<file path="src/rtl/st_demultiplexer.sv">
// Two-entry FIFO that routes each accepted beat to one of two outputs by its channel bit,
// in acceptance order, with saturating per-channel delivery counters.
module st_demultiplexer #(
  parameter int DWIDTH = 8,
  parameter int CNTW   = 16
) (
  input  logic              clk,
  input  logic              reset_n,
  input  logic              in_valid,
  output logic              in_ready,
  input  logic [DWIDTH-1:0] in_data,
  input  logic              in_channel,
  output logic              out0_valid,
  input  logic              out0_ready,
  output logic [DWIDTH-1:0] out0_data,
  output logic              out1_valid,
  input  logic              out1_ready,
  output logic [DWIDTH-1:0] out1_data,
  input  logic              cnt_clr,
  output logic [CNTW-1:0]   cnt0,
  output logic [CNTW-1:0]   cnt1
);

  typedef struct packed {
    logic              ch;
    logic [DWIDTH-1:0] data;
  } entry_t;

  localparam logic [CNTW-1:0] CNT_MAX = '1;
  localparam logic [CNTW-1:0] CNT_ONE = {{(CNTW-1){1'b0}}, 1'b1};

  entry_t          r_mem [2];
  logic            r_wptr;
  logic            r_rptr;
  logic [1:0]      r_occ;
  logic            r_in_ready;
  logic [CNTW-1:0] r_cnt0;
  logic [CNTW-1:0] r_cnt1;

  entry_t     w_head;
  logic       w_nonempty;
  logic       w_push;
  logic       w_pop0;
  logic       w_pop1;
  logic       w_pop;
  logic [1:0] w_occ_nxt;

  assign w_head     = r_mem[r_rptr];
  assign w_nonempty = (r_occ != 2'd0);

  assign out0_valid = w_nonempty & ~w_head.ch;
  assign out1_valid = w_nonempty &  w_head.ch;
  assign out0_data  = w_nonempty ? w_head.data : '0;
  assign out1_data  = w_nonempty ? w_head.data : '0;
  assign in_ready   = r_in_ready;
  assign cnt0       = r_cnt0;
  assign cnt1       = r_cnt1;

  // Only the ready of the output that owns the head beat can cause a pop.
  assign w_push = in_valid & r_in_ready;
  assign w_pop0 = out0_valid & out0_ready;
  assign w_pop1 = out1_valid & out1_ready;
  assign w_pop  = w_pop0 | w_pop1;

  // NOTE: every variable assigned in always_comb gets a default first, so no latch is inferred.
  always_comb begin
    w_occ_nxt = r_occ;
    case ({w_push, w_pop})
      2'b10:   w_occ_nxt = r_occ + 2'd1;
      2'b01:   w_occ_nxt = r_occ - 2'd1;
      default: w_occ_nxt = r_occ;
    endcase
  end

  // NOTE: sequential state uses non-blocking assignments so all registers update together at the edge.
  always_ff @(posedge clk or negedge reset_n) begin
    if (!reset_n) begin
      r_wptr     <= 1'b0;
      r_rptr     <= 1'b0;
      r_occ      <= 2'd0;
      r_in_ready <= 1'b0;
    end else begin
      if (w_push) r_wptr <= ~r_wptr;
      if (w_pop)  r_rptr <= ~r_rptr;
      r_occ      <= w_occ_nxt;
      r_in_ready <= (w_occ_nxt < 2'd2);
    end
  end

  // NOTE: the storage array has no reset; stale entries are never visible because
  // valid and data are gated by occ, which is reset.
  always_ff @(posedge clk) begin
    if (w_push) r_mem[r_wptr] <= '{ch: in_channel, data: in_data};
  end

  // Clear wins over a same-cycle increment; counters stick at all-ones.
  always_ff @(posedge clk or negedge reset_n) begin
    if (!reset_n) begin
      r_cnt0 <= '0;
      r_cnt1 <= '0;
    end else if (cnt_clr) begin
      r_cnt0 <= '0;
      r_cnt1 <= '0;
    end else begin
      if (w_pop0 && (r_cnt0 != CNT_MAX)) r_cnt0 <= r_cnt0 + CNT_ONE;
      if (w_pop1 && (r_cnt1 != CNT_MAX)) r_cnt1 <= r_cnt1 + CNT_ONE;
    end
  end

endmodule

</file>
<file path="config.mk">
export PLATFORM = sky130hd
export DESIGN_NAME = st_demultiplexer
export DESIGN_NICKNAME = d
export VERILOG_FILES = /design/src/rtl/st_demultiplexer.sv
export SDC_FILE = /design/constraint.sdc
export NUM_CORES = 1
export LEC_CHECK = 0
export ABC_AREA = 1
export CAP_MARGIN = 5
export CORE_ASPECT_RATIO = 0.75
export CORE_MARGIN = 3
export CORE_UTILIZATION = 45
export DETAILED_ROUTE_END_ITERATION = 10
export PLACE_DENSITY_LB_ADDON = 0.15
export SLEW_MARGIN = 20
export SYNTH_ARGS = -nofsm -noshare
export SYNTH_HDL_FRONTEND = slang
export SYNTH_SLANG_ARGS = --single-unit
</file>
<file path="constraint.sdc">
create_clock -name clk -period 1.6 [get_ports clk]
set_input_delay 0.24 -clock clk [delete_from_list [all_inputs] [get_ports clk]]
set_output_delay 0.24 -clock clk [all_outputs]
set_load 0.01 [all_outputs]
</file>
==> flow_summary.json, run 1 <==
{
  "netlist_instances": 371,
  "clk_pin_slew_worst_paths_ns": 0.12,
  "rsz0062_at_grt": "yes",
  "placedCellCount": 540,
  "cp_cell_sequence": "buf_4, inv_6, nand2_1, o21ai_2, nand3_4, buf_4, buf_6, nor2_8, nor2_8, nand2_1, nand2_1",
  "hpwl_mm": 5.37,
  "cts_inserted_buffers": 5,
  "utilization": 0.673,
  "dr.pass1.iters": 4,
  "final_cells": 567,
  "cts-root-buf": "clkbuf_8",
  "slew-limit-headroom": 0.676,
  "start_util": 0.473,
  "worst_slew_pin_slew_ns": 0.487,
  "ys_seq_area_frac": 0.483,
  "ys_ff_latch": 55,
  "fmax_mhz": 594,
  "io_buffers": 65,
  "layout_setup_ws_ns": -0.0845,
  "violations": "setup timing",
  "ys.warnings.count": 0,
  "period_needed_ns": 1.68,
  "antenna_found_initial": 0,
  "synth_fp_nets": 389,
  "die_height_um": 77.1,
  "crit_type": "flip-flop to flip-flop",
  "critPathRequiredTime_ns": 1.81,
  "fin_nets": 503,
  "maxCapViolCount": 0,
  "cts_num_sinks": 55,
  "finClkSkew_ns": 0.0110,
  "status": "complete, but fails checks",
  "n_antenna_cell": 0,
  "critical-path-max-stage-delay_ns": 0.40,
  "hold_ws_ns": 0.481,
  "routed_wl_mm": 7.77,
  "placed_area_um2": 4010,
  "track_usage": 0.215,
  "p_total_w": 0.00467,
  "routabilityCongestion": 0.852,
  "core_um2": 6410,
  "hold_viol_final": 0,
  "drive_gt1_frac": 0.267,
  "critPathArrivalTime_ns": 1.89,
  "ant_nets": 0,
  "crit_top_cell": "nand2_1",
  "peakVddDrop_mv": 0.768,
  "ctsHtreeMaxLevel": 2,
  "drt-initial-drc-count": 136,
  "cp_slowest_cell": "dfrtp_1",
  "critPathLaunchType": "flip-flop",
  "drv_slew": 0,
  "crit_fanout": 8,
  "syn_avg_cell_area_um2": 8.18,
  "yosysUniqueCellTypes": 28,
  "final_cell_mix": "nand2_1 (136), buf_4 (47), nor2_1 (37)",
  "die_w_um": 101,
  "routedWlPerCell_um": 13.7,
  "clockBufferDepth": 2,
  "p_leak_nw": 2.24,
  "final_design_area_no_fill_um2": 4320,
  "drt-vias-per-instance": 5.04,
  "rows": 25,
  "grt_start_max_net_pins": 38,
  "dieArea_um2": 7780,
  "syn_to_final_growth_pct": 42.2,
  "hp-class": "input pin to asynchronous set/reset pin",
  "worstSkewPairLatency_ns": 0.32,
  "grt_pass1_vias": 2830,
  "cts_tree": "built",
  "grt_pass1_wl_mm": 13.5,
  "final_common_cell": "nand2_1",
  "finalCritPeriodShare": 1.05,
  "vias": 2856,
  "syn_area_um2": 3040,
  "boundaryPins": 66,
  "drc_errors": 0,
  "setup_viol": 41,
  "cp-end-kind": "flip-flop",
  "overflow": 0,
  "p_per_area_nw_per_um2": 1080
}
==> state kept, by name (all words and copies together), names as in the netlist, named ones only <==
signal and flops:
cnt1 16, r_mem 18, cnt0 16, r_wptr 1, r_rptr 1, r_occ 1, in_ready 1
==> per-stage QoR <==
step	setup TNS (ns)	worst slack (ns)
floorplan	-0.00902	-0.00902
global placement	-0.247	-0.0814
detailed placement	-1.10	-0.117
CTS	-0.490	-0.0697
global route	-6.31	-0.209
finish	-1.46	-0.0845
==> metal layers <==
layer,track usage,routed length [µm],vias up
met5,0,0,-
met4,0.0552,84,0
met3,0.0400,486,10
met2,0.330,3610,84
met1,0.310,3590,1341
li1,-,-,1421
==> worst max-delay path, delay by kind of cell, from the launching register on <==
kind,cells,cell delay [ns]
compound gates,1,0.09
buf+inv,4,0.50
flops,1,0.40
simple gates,6,0.57
==> area by class of cell <==
cell class | count | area (µm²)
fill | 530 | 2100
multi-input combinational | 275 | 1480
sequential | 55 | 1470
timing repair buffer | 120 | 1050
inverter | 28 | 110
tap | 81 | 101
clock buffer | 5 | 68.8
clock inverter | 3 | 33.8
==> worst paths after layout <==
kind | startpoint | endpoint | slack [ns] | cells past startpoint
max | r_rptr$_DFFE_PN0P_ | cnt1[9]$_DFFE_PN0P_ | -0.08 | 11
min | reset_n | cnt0[4]$_DFFE_PN0P_ | 0.48 | 3
max reg2reg | r_rptr$_DFFE_PN0P_ | cnt1[9]$_DFFE_PN0P_ | -0.08 | 11
min reg2reg | cnt0[7]$_DFFE_PN0P_ | cnt0[7]$_DFFE_PN0P_ | 0.54 | 2
max in group asynchronous | reset_n | cnt0[10]$_DFFE_PN0P_ | 0.74 | 3
min in group clk | in_data[0] | r_mem[0][0]$_DFFE_PP_ | 0.50 | 1
==> cells by family (layout without fill, tap and decap cells) <==
group,Yosys count,after routing,share of synthesized area
AO/OA/AOI/OAI,19,19,0.0387
buffers and inverters,43,156,0.0705
XOR/XNOR,12,12,0.0346
flip-flops,55,55,0.483
adder cells (fa/ha/maj),3,3,0.0124
AND/OR/NAND/NOR,239,241,0.361
==> synth_stat cells, drive strengths merged <==
cell type,n,area share
a21oi,9,0.015
buf,14,0.035
clkbuf,1,0.0012
clkinv,1,0.0012
dfrtp,37,0.31
edfxtp,18,0.18
ha,3,0.012
inv,27,0.033
nand2,144,0.18
nand3,19,0.033
nand3b,1,0.0025
nand4,23,0.047
nor2,47,0.086
nor3,1,0.0033
o21ai,4,0.0091
o21bai,6,0.015
or2,4,0.0082
xnor2,2,0.0058
xor2,10,0.029
==> where the power goes <==
part	internal (W)	switching, W
logic	0.000938	0.00116
clock network	0.000331	0.000526
registers	0.00164	0.0000696
==> what timing repair did <==
item                                   in CTS  in global routing
cloned                                      2                  0
endpoints found under the hold margin      37                  0
pin swaps                                   4                  6
hold buffers                                1                  0
buffers inserted                            7                  9
resized for setup                          90                 27
setup endpoints to repair                  49                 76
No activity file was read; power rests on OpenSTA's default activity.
==> run 2, diff against run 1 <==
Settings changed: CTS_CLUSTER_SIZE from default to 14, SKIP_CTS_REPAIR_TIMING from default to 1.
==> run 2 against run 1 <==
- the flow still finishes with violations (setup timing)
- via count shrank 0.70%
- clock-buffer cell count is the same
- global-route usage shrank 1.1 points
- clock skew shrank 0.00051 ns
- power grew 1.6%
- first-iteration DRC count shrank 4.4%
- hold slack gained 0.0021 ns
- wire length grew 1.1%
- critical path type unchanged
==> flow_summary.json, run 2 (synthesis gave the netlist of run 1 again) <==
{
  "status": "complete, but fails checks",
  "violations": "setup timing",
  "r2r_setup_slack_ns": -0.16,
  "period_needed_ns": 1.76,
  "setup_viol": 19,
  "cts-root-buf": "clkbuf_8",
  "crit_type": "flip-flop to flip-flop",
  "p_leak_nw": 2.40,
  "critPathRequiredTime_ns": 1.83,
  "finClkSkew_ns": 0.0105,
  "cp_slowest_cell": "dfrtp_2",
  "routabilityCongestion": 0.852,
  "boundaryPins": 66,
  "largest_register_ffs": 18,
  "layout_setup_ws_ns": -0.155,
  "io_buffers": 65,
  "drv_slew": 0,
  "final_cells": 569,
  "p_sw_frac": 0.380,
  "cp-end-kind": "flip-flop",
  "drt-vias-per-instance": 4.98,
  "die_height_um": 77.1,
  "pwr-share-clk": 0.182,
  "power.internal_w": 0.00294,
  "die_w_um": 101,
  "combPwrFrac": 0.454,
  "finalCritPeriodShare": 1.10,
  "fill_cells": 506,
  "routedWlPerCell_um": 13.8,
  "multi_input_area_um2": 1560,
  "syn_to_final_growth_pct": 46.7,
  "hp-class": "input pin to asynchronous set/reset pin",
  "track_usage": 0.204,
  "final_common_cell": "nand2_1",
  "critPathArrivalTime_ns": 1.98,
  "start_util": 0.473,
  "switching_power_w": 0.00180,
  "ant_nets": 0,
  "cts_inserted_buffers": 5,
  "peakVddDrop_mv": 0.794,
  "r2r-start": "r_rptr$_DFFE_PN0P_",
  "antenna_found_initial": 0,
  "crit_family": "flip-flops",
  "dr.pass1.iters": 4,
  "clockBufferDepth": 2,
  "cp.depth": 10,
  "clk_pin_slew_worst_paths_ns": 0.11,
  "hpwl_mm": 5.37,
  "r2r_end": "in_ready$_DFF_PN0_",
  "drive_gt1_frac": 0.316,
  "drc_errors": 0,
  "placedCellCount": 540,
  "crit_top_cell": "buf_6",
  "overflow": 0,
  "r2r_cells": 10,
  "grt_pass1_wl_mm": 12.8,
  "critical-path-max-stage-delay_ns": 0.46,
  "utilization": 0.695,
  "maxCapViolCount": 0,
  "p_seq_frac": 0.364,
  "critPathBufInv": 3,
  "grt_pass1_vias": 2755,
  "critPathLaunchType": "flip-flop",
  "worst_slew_pin_slew_ns": 0.489,
  "core_um2": 6410,
  "rsz0062_at_grt": "yes",
  "worstSkewPairLatency_ns": 0.32,
  "fin_nets": 505,
  "cts_num_sinks": 55,
  "drt-initial-drc-count": 130,
  "slew-limit-headroom": 0.674,
  "hold_viol_final": 0,
  "hold_ws_ns": 0.483,
  "final_cell_mix": "nand2_1 (117), buf_4 (48), nor2_1 (36)",
  "seq_area_um2": 1480,
  "vias": 2836,
  "dieArea_um2": 7780,
  "crit_fanout": 3,
  "n_antenna_cell": 0,
  "top_register": "r_mem",
  "p_per_area_nw_per_um2": 1060,
  "rows": 25,
  "fmax_mhz": 570,
  "ctsHtreeMaxLevel": 2,
  "grt_start_max_net_pins": 38,
  "cts_tree": "built",
  "final.setup.tns_ns": -1.38,
  "routed_wl_mm": 7.85,
  "cp_cell_sequence": "buf_6, buf_6, o21ai_4, nand3_4, nand2_4, ha_4, a21oi_2, o21ai_1, xor2_1, inv_1"
}
==> run 2: worst max path at each step <==
| stage | slack [ns] | from | endpoint |
|---|---|---|---|
| after floorplan | -0.009 | r_rptr$_DFFE_PN0P_ | in_ready$_DFF_PN0_ |
| after global placement | -0.08 | out0_ready | in_ready$_DFF_PN0_ |
| after detailed placement | -0.12 | out1_ready | in_ready$_DFF_PN0_ |
| after CTS | -0.44 | r_rptr$_DFFE_PN0P_ | out1_data[1] |
| after global routing | -0.29 | r_rptr$_DFFE_PN0P_ | in_ready$_DFF_PN0_ |
| final | -0.16 | r_rptr$_DFFE_PN0P_ | in_ready$_DFF_PN0_ |
==> run 2: worst min-delay path: stages <==
cell	delay, ns
dlygate4sd3_1	0.52
buf_2	0.10
buf_4	0.41
==> run 2: cell type report <==
cell class	instances	share of cell area
clock buffer	5	0.0154
clock inverter	3	0.00758
inverter	28	0.0242
multi-input combinational	275	0.351
sequential	55	0.331
tap	81	0.0228
timing repair buffer	122	0.248
==> run 2: stage by stage <==
step                      setup slack, ns  cell area (µm²)  total power, W
after floorplan                  -0.00902             3070         0.00289
after global placement            -0.0814             4010         0.00375
after detailed placement           -0.117             4010         0.00379
after CTS                          -0.437             4110         0.00464
after global routing               -0.293             4450         0.00501
final                              -0.155             4450         0.00474
==> run 2: power groups by stage <==
stage	logic [W]	clock network (W)	registers, W
6_report	0.00215	0.000861	0.00173
2_1_floorplan	0.00113	0	0.00176
3_3_place_gp	0.00202	0	0.00173
4_1_cts	0.00206	0.000869	0.00171
3_5_place_dp	0.00205	0	0.00174
5_1_grt	0.00235	0.000927	0.00174
==> run 2: layer usage <==
metal | vias up | part of all wire | routed length, µm | track usage
met3 | 8 | 0.063 | 493 | 0.0327
met2 | 82 | 0.46 | 3580 | 0.315
met5 | - | 0 | 0 | 0
met4 | 0 | 0.0094 | 74 | 0.0525
li1 | 1429 | - | - | -
met1 | 1317 | 0.47 | 3700 | 0.295
